### src/rtl/btn_debounce_if.sv
// Button conditioning bus: raw pins in, debounced level, press/release pulses and the
// shared tick out. The slave modport is the debouncer; master is the pin driver/consumer.
interface btn_debounce_if #(
  parameter int N_BTN = 7
);
  logic [N_BTN-1:0] btn_raw;
  logic [N_BTN-1:0] btn_level;
  logic [N_BTN-1:0] btn_press;
  logic [N_BTN-1:0] btn_release;
  logic             tick;

  modport master (output btn_raw, input btn_level, input btn_press, input btn_release, input tick);
  modport slave  (input btn_raw, output btn_level, output btn_press, output btn_release, output tick);
endinterface

### src/rtl/btn_debounce.sv
// Button synchroniser + tick-based debouncer with press/release pulses.
// Define BTN_DEBOUNCE_REPEAT_EN to add auto-repeat press pulses while a button is held.
module btn_debounce #(
  parameter int N_BTN              = 7,
  parameter int TICK_DIV           = 25000,
  parameter int DEBOUNCE_TICKS     = 16,
  parameter int REPEAT_DELAY_TICKS = 500,
  parameter int REPEAT_RATE_TICKS  = 100
) (
  input logic          clk,
  input logic          rst_n,
  btn_debounce_if.slave bus
);

  localparam int PW = $clog2(TICK_DIV);
  localparam int CW = $clog2(DEBOUNCE_TICKS + 1);
  localparam logic [PW-1:0] PRESC_LAST = PW'(TICK_DIV - 1);
  localparam logic [CW-1:0] CNT_LAST   = CW'(DEBOUNCE_TICKS - 1);
  // An illegal configuration leaves the prescaler silent, so nothing ever debounces.
  localparam bit PARAMS_OK = (TICK_DIV >= 2) && (DEBOUNCE_TICKS >= 1) &&
                             (REPEAT_DELAY_TICKS >= 1) && (REPEAT_RATE_TICKS >= 1);

  logic [N_BTN-1:0] sync1_reg, sync2_reg;
  logic [N_BTN-1:0] level_reg, press_reg, release_reg;
  logic [N_BTN-1:0] level_next, press_next, release_next;
  logic [N_BTN-1:0] flip;
  logic [PW-1:0]    presc_reg;
  logic             tick_reg;
  logic [CW-1:0]    cnt_reg  [N_BTN];
  logic [CW-1:0]    cnt_next [N_BTN];
  logic [N_BTN-1:0] rpt_pulse;

  genvar gi;
  generate
    for (gi = 0; gi < N_BTN; gi++) begin : g_btn
      logic differ;
      assign differ = sync2_reg[gi] ^ level_reg[gi];
      assign flip[gi] = differ && tick_reg && (cnt_reg[gi] == CNT_LAST);
      // Any cycle where input agrees with the level throws away partial progress.
      assign cnt_next[gi] = (!differ || flip[gi]) ? '0 :
                            (tick_reg ? cnt_reg[gi] + CW'(1) : cnt_reg[gi]);
      assign level_next[gi]   = level_reg[gi] ^ flip[gi];
      assign press_next[gi]   = (flip[gi] && !level_reg[gi]) || rpt_pulse[gi];
      assign release_next[gi] = flip[gi] && level_reg[gi];
    end
  endgenerate

`ifdef BTN_DEBOUNCE_REPEAT_EN
  localparam int RPT_MAX = (REPEAT_DELAY_TICKS > REPEAT_RATE_TICKS) ? REPEAT_DELAY_TICKS
                                                                    : REPEAT_RATE_TICKS;
  localparam int RW = $clog2(RPT_MAX + 1);
  localparam logic [RW-1:0] DELAY_LAST = RW'(REPEAT_DELAY_TICKS - 1);
  localparam logic [RW-1:0] RATE_LAST  = RW'(REPEAT_RATE_TICKS - 1);

  logic [RW-1:0]    rpt_reg  [N_BTN];
  logic [RW-1:0]    rpt_next [N_BTN];
  logic [N_BTN-1:0] phase_reg, phase_next;

  generate
    for (gi = 0; gi < N_BTN; gi++) begin : g_rpt
      logic active;
      // Counting only while held and not in the edge where the level itself flips.
      assign active = level_reg[gi] && !flip[gi];
      assign rpt_pulse[gi] = active && tick_reg &&
                             (rpt_reg[gi] == (phase_reg[gi] ? RATE_LAST : DELAY_LAST));
      assign rpt_next[gi] = (!active || rpt_pulse[gi]) ? '0 :
                            (tick_reg ? rpt_reg[gi] + RW'(1) : rpt_reg[gi]);
      assign phase_next[gi] = active && (phase_reg[gi] || rpt_pulse[gi]);
    end
  endgenerate

  always_ff @(posedge clk or negedge rst_n) begin
    if (!rst_n) begin
      phase_reg <= '0;
      for (int i = 0; i < N_BTN; i++) rpt_reg[i] <= '0;
    end else begin
      phase_reg <= phase_next;
      rpt_reg   <= rpt_next;
    end
  end
`else
  assign rpt_pulse = '0;
`endif

  always_ff @(posedge clk or negedge rst_n) begin
    if (!rst_n) begin
      sync1_reg   <= '0;
      sync2_reg   <= '0;
      level_reg   <= '0;
      press_reg   <= '0;
      release_reg <= '0;
      presc_reg   <= '0;
      tick_reg    <= 1'b0;
      for (int i = 0; i < N_BTN; i++) cnt_reg[i] <= '0;
    end else begin
      sync1_reg   <= bus.btn_raw;
      sync2_reg   <= sync1_reg;
      level_reg   <= level_next;
      press_reg   <= press_next;
      release_reg <= release_next;
      presc_reg   <= (presc_reg == PRESC_LAST) ? '0 : presc_reg + PW'(1);
      tick_reg    <= PARAMS_OK && (presc_reg == PRESC_LAST);
      cnt_reg     <= cnt_next;
    end
  end

  assign bus.btn_level   = level_reg;
  assign bus.btn_press   = press_reg;
  assign bus.btn_release = release_reg;
  assign bus.tick        = tick_reg;

endmodule
### src/flat_wrapper.sv
// flat-port wrapper written by rule: the top's interface ports become plain ports
module btn_debounce_flat 
#(
  parameter int N_BTN              = 7,
  parameter int TICK_DIV           = 25000,
  parameter int DEBOUNCE_TICKS     = 16,
  parameter int REPEAT_DELAY_TICKS = 500,
  parameter int REPEAT_RATE_TICKS  = 100
)
  (clk, rst_n, bus_btn_raw, bus_btn_level, bus_btn_press, bus_btn_release, bus_tick);
  btn_debounce_if #(.N_BTN(N_BTN)) bus_i ();
  input logic clk;
  input logic rst_n;
  input wire logic [$bits(bus_i.btn_raw)-1:0] bus_btn_raw;
  output wire logic [$bits(bus_i.btn_level)-1:0] bus_btn_level;
  output wire logic [$bits(bus_i.btn_press)-1:0] bus_btn_press;
  output wire logic [$bits(bus_i.btn_release)-1:0] bus_btn_release;
  output wire logic [$bits(bus_i.tick)-1:0] bus_tick;
  assign bus_i.btn_raw = bus_btn_raw;
  assign bus_btn_level = bus_i.btn_level;
  assign bus_btn_press = bus_i.btn_press;
  assign bus_btn_release = bus_i.btn_release;
  assign bus_tick = bus_i.tick;
  btn_debounce #(.N_BTN(N_BTN), .TICK_DIV(TICK_DIV), .DEBOUNCE_TICKS(DEBOUNCE_TICKS), .REPEAT_DELAY_TICKS(REPEAT_DELAY_TICKS), .REPEAT_RATE_TICKS(REPEAT_RATE_TICKS)) u_core (.clk(clk), .rst_n(rst_n), .bus(bus_i));
endmodule
### config.mk
export PLATFORM = sky130hd
export DESIGN_NAME = btn_debounce_flat
export DESIGN_NICKNAME = d
export VERILOG_FILES = /design/src/rtl/btn_debounce_if.sv /design/src/rtl/btn_debounce.sv /design/src/flat_wrapper.sv
export SDC_FILE = /design/constraint.sdc
export NUM_CORES = 1
export LEC_CHECK = 0
export BUFFER_PORTS_ARGS = -buffer_cell sky130_fd_sc_hd__buf_4
export CAP_MARGIN = 20
export CORE_AREA = 4 4 96 98
export CTS_CLUSTER_DIAMETER = 60
export DETAILED_ROUTE_END_ITERATION = 10
export DIE_AREA = 0 0 100 102
export PLACE_DENSITY = 0.67
export RECOVER_POWER = 25
export SYNTH_ARGS = -nofsm -noshare
export SYNTH_HDL_FRONTEND = slang
export SYNTH_SLANG_ARGS = --single-unit
### constraint.sdc
create_clock -name clk -period 2.1 [get_ports clk]
set_clock_uncertainty 0.2 [all_clocks]
set_input_delay 0.105 -clock clk [delete_from_list [all_inputs] [get_ports clk]]
set_output_delay 0.105 -clock clk [all_outputs]
set_load 0.01 [all_outputs]
After elaboration in Yosys (flattened, before gate mapping)
Index checks and enable logic that the tools add are counted.

storage, ports and cells
  memories = 0
  word-level logic and storage cells = 115
  latch bits = 0
  RAM bits = 0
  ROM bits = 0
  input bits = 9
  register bits after elaboration = 86
  output and inout bits = 22

cells by class
  $add $sub $neg = 8
  order comparisons = 0
  multiplexer cells = 15
  reduce and logical (&&, ||, !) cells = 56
  bitwise logic cells = 14
  shifts and indexed selects = 0
  equality and inequality tests = 8
  $mul = 0
  div/mod/pow operators = 0

operators with widths
  kind                     number
  $mux W5                  14
  $add A5 B1 Y5 const B    7
  $eq A5 B4 Y1 const B     7
  $logic_and A1 B1 Y1      28
  $add A15 B1 Y15 const B  1
  $eq A15 B15 Y1 const B   1
  $mux W15                 1
  $logic_not A1 Y1         14
  $reduce_bool A2 Y1       7
  $xor A1 B1 Y1            14
  $logic_or A1 B1 Y1       7

Longest topological paths before layout
Gate-level depths: netlist (run 1).

  word-level depth = 5
  depth in mapped cells = 8
  mapped depth without buffers = 7

Worst setup path after synthesis (run 1)
OpenSTA, ideal clock, no wires.

  path kind = reg2reg
  from = register u_core.cnt_reg[5] (netlist bit)
  to = register u_core.level_reg[5], in the netlist u_core.bus.btn_level[5]
  buffers on the path = 1
  cell stages (with the launch flop) = 9
  period minus slack after synthesis = 1820 ps
  required time = 1787 ps
  slack = 280 ps
  library setup time = 113 ps
  arrival = 1508 ps
  path through = dfrtp_1 -> ha_1 -> and3_1 -> ha_1 -> clkbuf_1 -> nand2_1 -> nor2_1 -> ha_1 -> inv_1

between the ends
  word-level cells in the longest chain between the ends = 3

ends and longest elaborated chain
  what                            RTL line             source
  start, declared                 btn_debounce.sv:29   logic [CW-1:0] cnt_reg [N_BTN];
  start signal, assigned          btn_debounce.sv:103  cnt_reg <= cnt_next;
  $eq A5 B4 Y1                    btn_debounce.sv:38   assign flip[gi] = differ && tick_reg && (cnt_reg[gi] == CNT_LAST);
  $logic_and A1 B1 Y1             btn_debounce.sv:38
  $xor A1 B1 Y1                   btn_debounce.sv:42   assign level_next[gi] = level_reg[gi] ^ flip[gi];
  named net u_core.level_next[5]  btn_debounce.sv:25   logic [N_BTN-1:0] level_next, press_next, release_next;
  end signal, assigned            btn_debounce.sv:98   level_reg <= level_next;
  end, declared                   btn_debounce.sv:24   logic [N_BTN-1:0] level_reg, press_reg, release_reg;

The timed path passes the listed nets, and every way through them passes these cells.
A chain may end at the register's enable or synchronous reset.

Final worst setup path (run 1)
  from = register u_core.presc_reg[0]
  to = register u_core.presc_reg[14]

between the ends
  word-level cells in the longest chain between the ends = 2
  elaborated cells between the ends (all ways) = 3

ends and longest elaborated chain
  what                                               RTL line             source
  start, declared                                    btn_debounce.sv:27   logic [PW-1:0] presc_reg;
  start signal, assigned                             btn_debounce.sv:101  presc_reg <= (presc_reg == PRESC_LAST) ? '0 : presc_reg + PW'(1);
  $add A15 B1 Y15 or $eq A15 B15 Y1 (tied branches)  btn_debounce.sv:101
  $mux W15 (*)                                       btn_debounce.sv:101

Every way passes the cells marked *; elsewhere a longest branch is shown, timed or not.

==> results.yml, run 1 <==
floorplan:
  chipHeight_um: 102
  start_util_pct: 44.8
  fp-row-count: 34
  coreArea_um2: 8470
  io_pins: 31
  dieArea_um2: 10200
  dieWidth_um: 100
synth:
  syn_inst: 352
  async_flop_share_pct: 100
  ys_types: 33
  yosys_warnings: 0
  synth_enable_flop_cells: 0
  syn-cell-area_um2: 3790
  ys.flop_type: "dfrtp_1"
  synth_seq_cells: 86
  synth.avg_cell_area_um2: 10.8
  synthTopCellsByCount: "dfrtp_1 (86), nor2_1 (52), a21oi_1 (31)"
  seq_area_frac_synth_pct: 56.8
  netlist.area_leader.share_pct: 56.8
  synth.most_common_cell: "dfrtp_1"
  synth_fp_nets: 390
  synth_top_cell_by_area: "dfrtp_1"
  synth_area_leaders: "dfrtp_1 (57%), ha_1 (9.6%), nor2_1 (5.1%), a21oi_1 (4.1%), xnor2_1 (3.2%)"
sta:
  drv_slew: 0
  slew-limit-headroom_pct: 36.1
  worst_pin_slew_ns: 0.959
  setup_violations: 0
  setup-tns-final_ns: 0
  hold_violations: 0
  fmax_mhz: 518
  post-route-min-period_ns: 1.93
  finalCritPeriodShare_pct: 91.9
  rsz0062_at_grt: "no"
cells_and_area:
  instances_no_fill: 520
  synthToLayoutAreaGrowth_pct: 19.4
  largest_register_ffs: 35
  drive_above_1_share_pct: 16.0
  n_antenna_cell: 0
  layout.nets: 445
clocking:
  cts_tree: "yes"
  clkSinkCount: 86
  insertion_delay_ns: 0.35
  ctsLongestPathBuffers: 2
  cts_resized: 0
  clk_pin_slew_worst_paths_ns: 0.08
  numCtsBuffers: 9
  cts_max_level: 3
  cts_root_buf: "clkbuf_8"
global_route:
  grt_pass1_vias: 2572
  antenna_found_initial: 0
  grt_use_total_pct: 13.7
  grt_start_max_net_pins: 48
  grt_overflow_total: 0
  grt_pass1_wl_um: 11400
worst_setup_path:
  crit_required_ns: 2.12
  end_kind: "register"
  critical_path_class: "register to register"
  startpoint_type: "register"
  worstPathArrival_ns: 1.95
  worst-path-max-fanout: 6
pwr:
  power_mw: 2.95
  total_leakage_power_nw: 2.24
  irDropWorstVdd_uv: 383
  power.density_nw_per_um2: 650
placed_design:
  hpwl_um: 4340
  io_buffers: 30
  dp.cells: 493
  finalWeightedCongestion: 0.742
routing:
  drtIter0Drc: 84
  dr.pass1.iters: 4
  ant_nets: 0
  vias: 2618
  wirelength_um: 6350
  drc: 0
  wire_per_inst_um: 12.2
  via_per_inst: 5.03
hold_path:
  hp-class: "register to register"
flow_run:
  max_cap_viol_count: 0
outcome:
  status: "complete, no violations"
## final timing paths
path	startpoint	endpoint	slack, ns	cells after the start
min in group asynchronous	rst_n	u_core.cnt_reg[26]$_DFFE_PN0P_	0.21	3
max in group asynchronous	rst_n	u_core.cnt_reg[21]$_DFFE_PN0P_	0.32	3
worst max register to register	u_core.presc_reg[0]$_DFF_PN0_	u_core.presc_reg[14]$_DFF_PN0_	0.17	6
worst max-delay path	u_core.presc_reg[0]$_DFF_PN0_	u_core.presc_reg[14]$_DFF_PN0_	0.17	6
worst min register to register	u_core.sync1_reg[2]$_DFF_PN0_	u_core.sync2_reg[2]$_DFF_PN0_	0.15	0
worst min-delay path	u_core.sync1_reg[2]$_DFF_PN0_	u_core.sync2_reg[2]$_DFF_PN0_	0.15	0
## logic make-up (layout without fill, tap and decap cells)
| logic type | count (synthesis) | after routing | share of synthesized area (%) |
|---|---|---|---|
| compound gates | 47 | 47 | 6.80 |
| xor+xnor | 20 | 20 | 4.62 |
| fa+ha+maj | 29 | 29 | 9.57 |
| buf+inv | 33 | 93 | 3.27 |
| flops | 86 | 86 | 56.8 |
| mux | 2 | 2 | 0.528 |
| simple gates | 135 | 135 | 18.4 |
## metal layers
layer | vias to the layer above | GRT usage, % | wire [um]
li1 | 1296 | - | -
met1 | 1283 | 17.5 | 2970
met2 | 33 | 22.7 | 3070
met3 | 6 | 3.48 | 241
met4 | 0 | 5.28 | 73
met5 | - | 0 | 0
## worst max-delay path, stage by stage (launching register included)
cell,delay (ns)
dfrtp_1,0.43
ha_1,0.23
nand2_1,0.15
or3_1,0.39
nor3_4,0.19
buf_4,0.17
a21oi_1,0.05
## stage by stage
step           hold slack, ns  area [um2]  util [%]  worst slack [ns]
3_3_place_gp           -0.186        4230      50.0             0.235
5_1_grt                 0.156        4530      53.5            0.0484
6_report                0.151        4530      53.5             0.170
3_5_place_dp           -0.183        4230      50.0             0.132
2_1_floorplan          -0.391        3790         -             0.280
4_1_cts                0.0711        4530      53.5             0.105
## timing repair
item,CTS,global route
hold endpoints to repair,93,0
hold buffers,9,0
buffers inserted,0,2
endpoints found under the setup margin,0,1
## cells in the final DEF, fill, tap and decap left out, types with 10 or more instances in the layout
| master | instances |
|---|---|
| nor2_1 | 52 |
| nor3_1 | 20 |
| ha_1 | 29 |
| buf_4 | 34 |
| clkbuf_8 | 11 |
| inv_1 | 24 |
| and3_1 | 10 |
| xnor2_1 | 14 |
| dfrtp_1 | 86 |
| nand2_1 | 17 |
| a21oi_1 | 31 |
## where the power goes
group | leakage (nW) | switching, mW | total, mW | internal [mW]
Clock | 0.0976 | 0.579 | 1.19 | 0.612
Combinational | 0.983 | 0.0479 | 0.0812 | 0.0332
Sequential | 1.16 | 0.00450 | 1.67 | 1.67
## final cells by class
cell class	instances	area, um2
clock inverter	5	57.6
tap	108	135
timing repair buffer	53	427
inverter	24	90.1
multi-input combinational	233	1520
clock buffer	11	151
fill	711	3940
sequential	86	2150
No activity file was read; power rests on OpenSTA's default activity.
==> run 2: changes to the inputs <==
--- a/config.mk
+++ b/config.mk
@@ -7,11 +7,13 @@
 export LEC_CHECK = 0
 export BUFFER_PORTS_ARGS = -buffer_cell sky130_fd_sc_hd__buf_4
 export CAP_MARGIN = 20
-export CORE_AREA = 4 4 96 98
+export CELL_PAD_IN_SITES_DETAIL_PLACEMENT = 1
+export CELL_PAD_IN_SITES_GLOBAL_PLACEMENT = 2
+export CORE_AREA = 4 4 104 106
 export CTS_CLUSTER_DIAMETER = 60
 export DETAILED_ROUTE_END_ITERATION = 10
-export DIE_AREA = 0 0 100 102
-export PLACE_DENSITY = 0.67
+export DIE_AREA = 0 0 108 110
+export PLACE_DENSITY = 0.81
 export RECOVER_POWER = 25
 export SYNTH_ARGS = -nofsm -noshare
 export SYNTH_HDL_FRONTEND = slang
==> results.yml, run 2 (synthesis gave the netlist of run 1 again) <==
sta:
  finalCritPeriodShare_pct: 90.1
  fmax_mhz: 528
  slew-limit-headroom_pct: 36.0
  setup-tns-final_ns: 0
  setup_violations: 0
  drv_slew: 0
  rsz0062_at_grt: "no"
  worst_pin_slew_ns: 0.960
  post-route-min-period_ns: 1.89
  hold_violations: 0
global_route:
  use_met1_pct: 16.6
  grt_pass1_wl_um: 13400
  grt-busiest-layer: "met2"
  grt_pass1_vias: 2944
  met2_usage_pct: 24.8
  antenna_found_initial: 0
  grt_start_max_net_pins: 39
  grt_use_total_pct: 14.2
  grt_overflow_total: 0
  grt_use_met3_pct: 2.97
hold_path:
  hold_depth: 0
  hp-class: "register to register"
  hold_end: "u_core.sync2_reg[2]$_DFF_PN0_"
  hp-start: "u_core.sync1_reg[2]$_DFF_PN0_"
worst_setup_path:
  startpoint_type: "register"
  worstRegToRegCells: 7
  r2r_slack_ns: 0.21
  reg2reg_from: "u_core.cnt_reg[30]$_DFFE_PN0P_"
  worst-path-max-fanout: 6
  end_kind: "register"
  r2r-end: "u_core.bus.btn_level[0]$_DFF_PN0_"
  critical_path_class: "register to register"
  crit_required_ns: 2.20
  worstPathArrival_ns: 1.99
placed_design:
  io_buffers: 30
  hpwl_um: 5090
  postPlaceCellArea_um2: 4290
  finalWeightedCongestion: 0.753
  dp.cells: 522
cells_and_area:
  synthToLayoutAreaGrowth_pct: 22.1
  design_area_um2: 4630
  drive_above_1_share_pct: 16.7
  n_antenna_cell: 0
  final_cell_mix: "dfrtp_1 (86), nor2_1 (52), buf_4 (36)"
  final_common_cell: "dfrtp_1"
  instances_no_fill: 546
  largest_register_ffs: 35
  layout.nets: 446
clocking:
  ctsLongestPathBuffers: 2
  insertion_delay_ns: 0.37
  clkSinkCount: 86
  cts_resized: 0
  cts_max_level: 3
  clk_pin_slew_worst_paths_ns: 0.08
  cts_root_buf: "clkbuf_8"
  numCtsBuffers: 9
  cts_tree: "yes"
routing:
  wirelength_um: 7510
  wire_per_inst_um: 13.8
  vias: 2677
  drtIter0Drc: 59
  via_per_inst: 4.90
  dr.pass1.iters: 4
  ant_nets: 0
  drc: 0
pwr:
  total_leakage_power_nw: 2.27
  irDropWorstVdd_uv: 305
  power.density_nw_per_um2: 695
floorplan:
  coreArea_um2: 9770
  dieWidth_um: 108
  fp-row-count: 36
  start_util_pct: 38.8
  chipHeight_um: 110
  dieArea_um2: 11900
  io_pins: 31
flow_run:
  max_cap_viol_count: 0
outcome:
  status: "complete, no violations"
## run 2: layer usage
layer | vias to the layer above | share of wire [%]
met5 | - | 0
met2 | 26 | 51
li1 | 1294 | -
met1 | 1344 | 44
met3 | 13 | 2.6
met4 | 0 | 2.0
## run 2: worst max-delay path by stage
stage / startpoint / endpoint / cells after the start
finish: u_core.cnt_reg[30]$_DFFE_PN0P_ / u_core.bus.btn_level[0]$_DFF_PN0_ / 7
CTS: u_core.cnt_reg[10]$_DFFE_PN0P_ / u_core.bus.btn_level[4]$_DFF_PN0_ / 7
floorplan: u_core.cnt_reg[5]$_DFFE_PN0P_ / u_core.bus.btn_level[5]$_DFF_PN0_ / 8
global placement: u_core.cnt_reg[15]$_DFFE_PN0P_ / u_core.bus.btn_level[3]$_DFF_PN0_ / 7
detailed placement: u_core.cnt_reg[30]$_DFFE_PN0P_ / u_core.bus.btn_level[0]$_DFF_PN0_ / 7
global route: u_core.cnt_reg[20]$_DFFE_PN0P_ / u_core.bus.btn_level[2]$_DFF_PN0_ / 7
## run 2: where the power goes
part | internal (mW) | switching [mW]
clock | 0.855 | 0.601
sequential | 1.67 | 0.00451
combinational | 0.0355 | 0.0508
## run 2: area by class of cell
cell class	instances	area [um2]
Tap cell	133	166
Clock inverter	5	105
Timing Repair Buffer	54	448
Inverter	24	90.1
Sequential cell	86	2150
Clock buffer	11	151
Multi-Input combinational cell	233	1520
Fill cell	1077	5150
## run 2: per-stage QoR
step / hold WS [ns] / utilization [%] / worst slack [ns] / power, mW
2_1_floorplan: -0.391 / - / 0.280 / 1.72
3_3_place_gp: -0.0944 / 43.9 / 0.253 / 1.78
3_5_place_dp: -0.0889 / 43.9 / 0.209 / 1.79
4_1_cts: 0.0541 / 47.4 / 0.188 / 3.27
5_1_grt: 0.159 / 47.4 / 0.00278 / 3.34
6_report: 0.151 / 47.4 / 0.208 / 3.21
## run 2: timing repair
action | 4_1_cts | 5_1_grt
hold endpoints to repair | 93 | 0
hold buffers | 8 | 0
buffers inserted | 0 | 0
## run 2: critical path, stage by stage, from the launching register on
cell and delay (ns):
dfrtp_1 0.41, ha_1 0.20, and3_1 0.16, ha_1 0.26, nand2_1 0.08, nor2_1 0.21
ha_1 0.27, inv_1 0.05
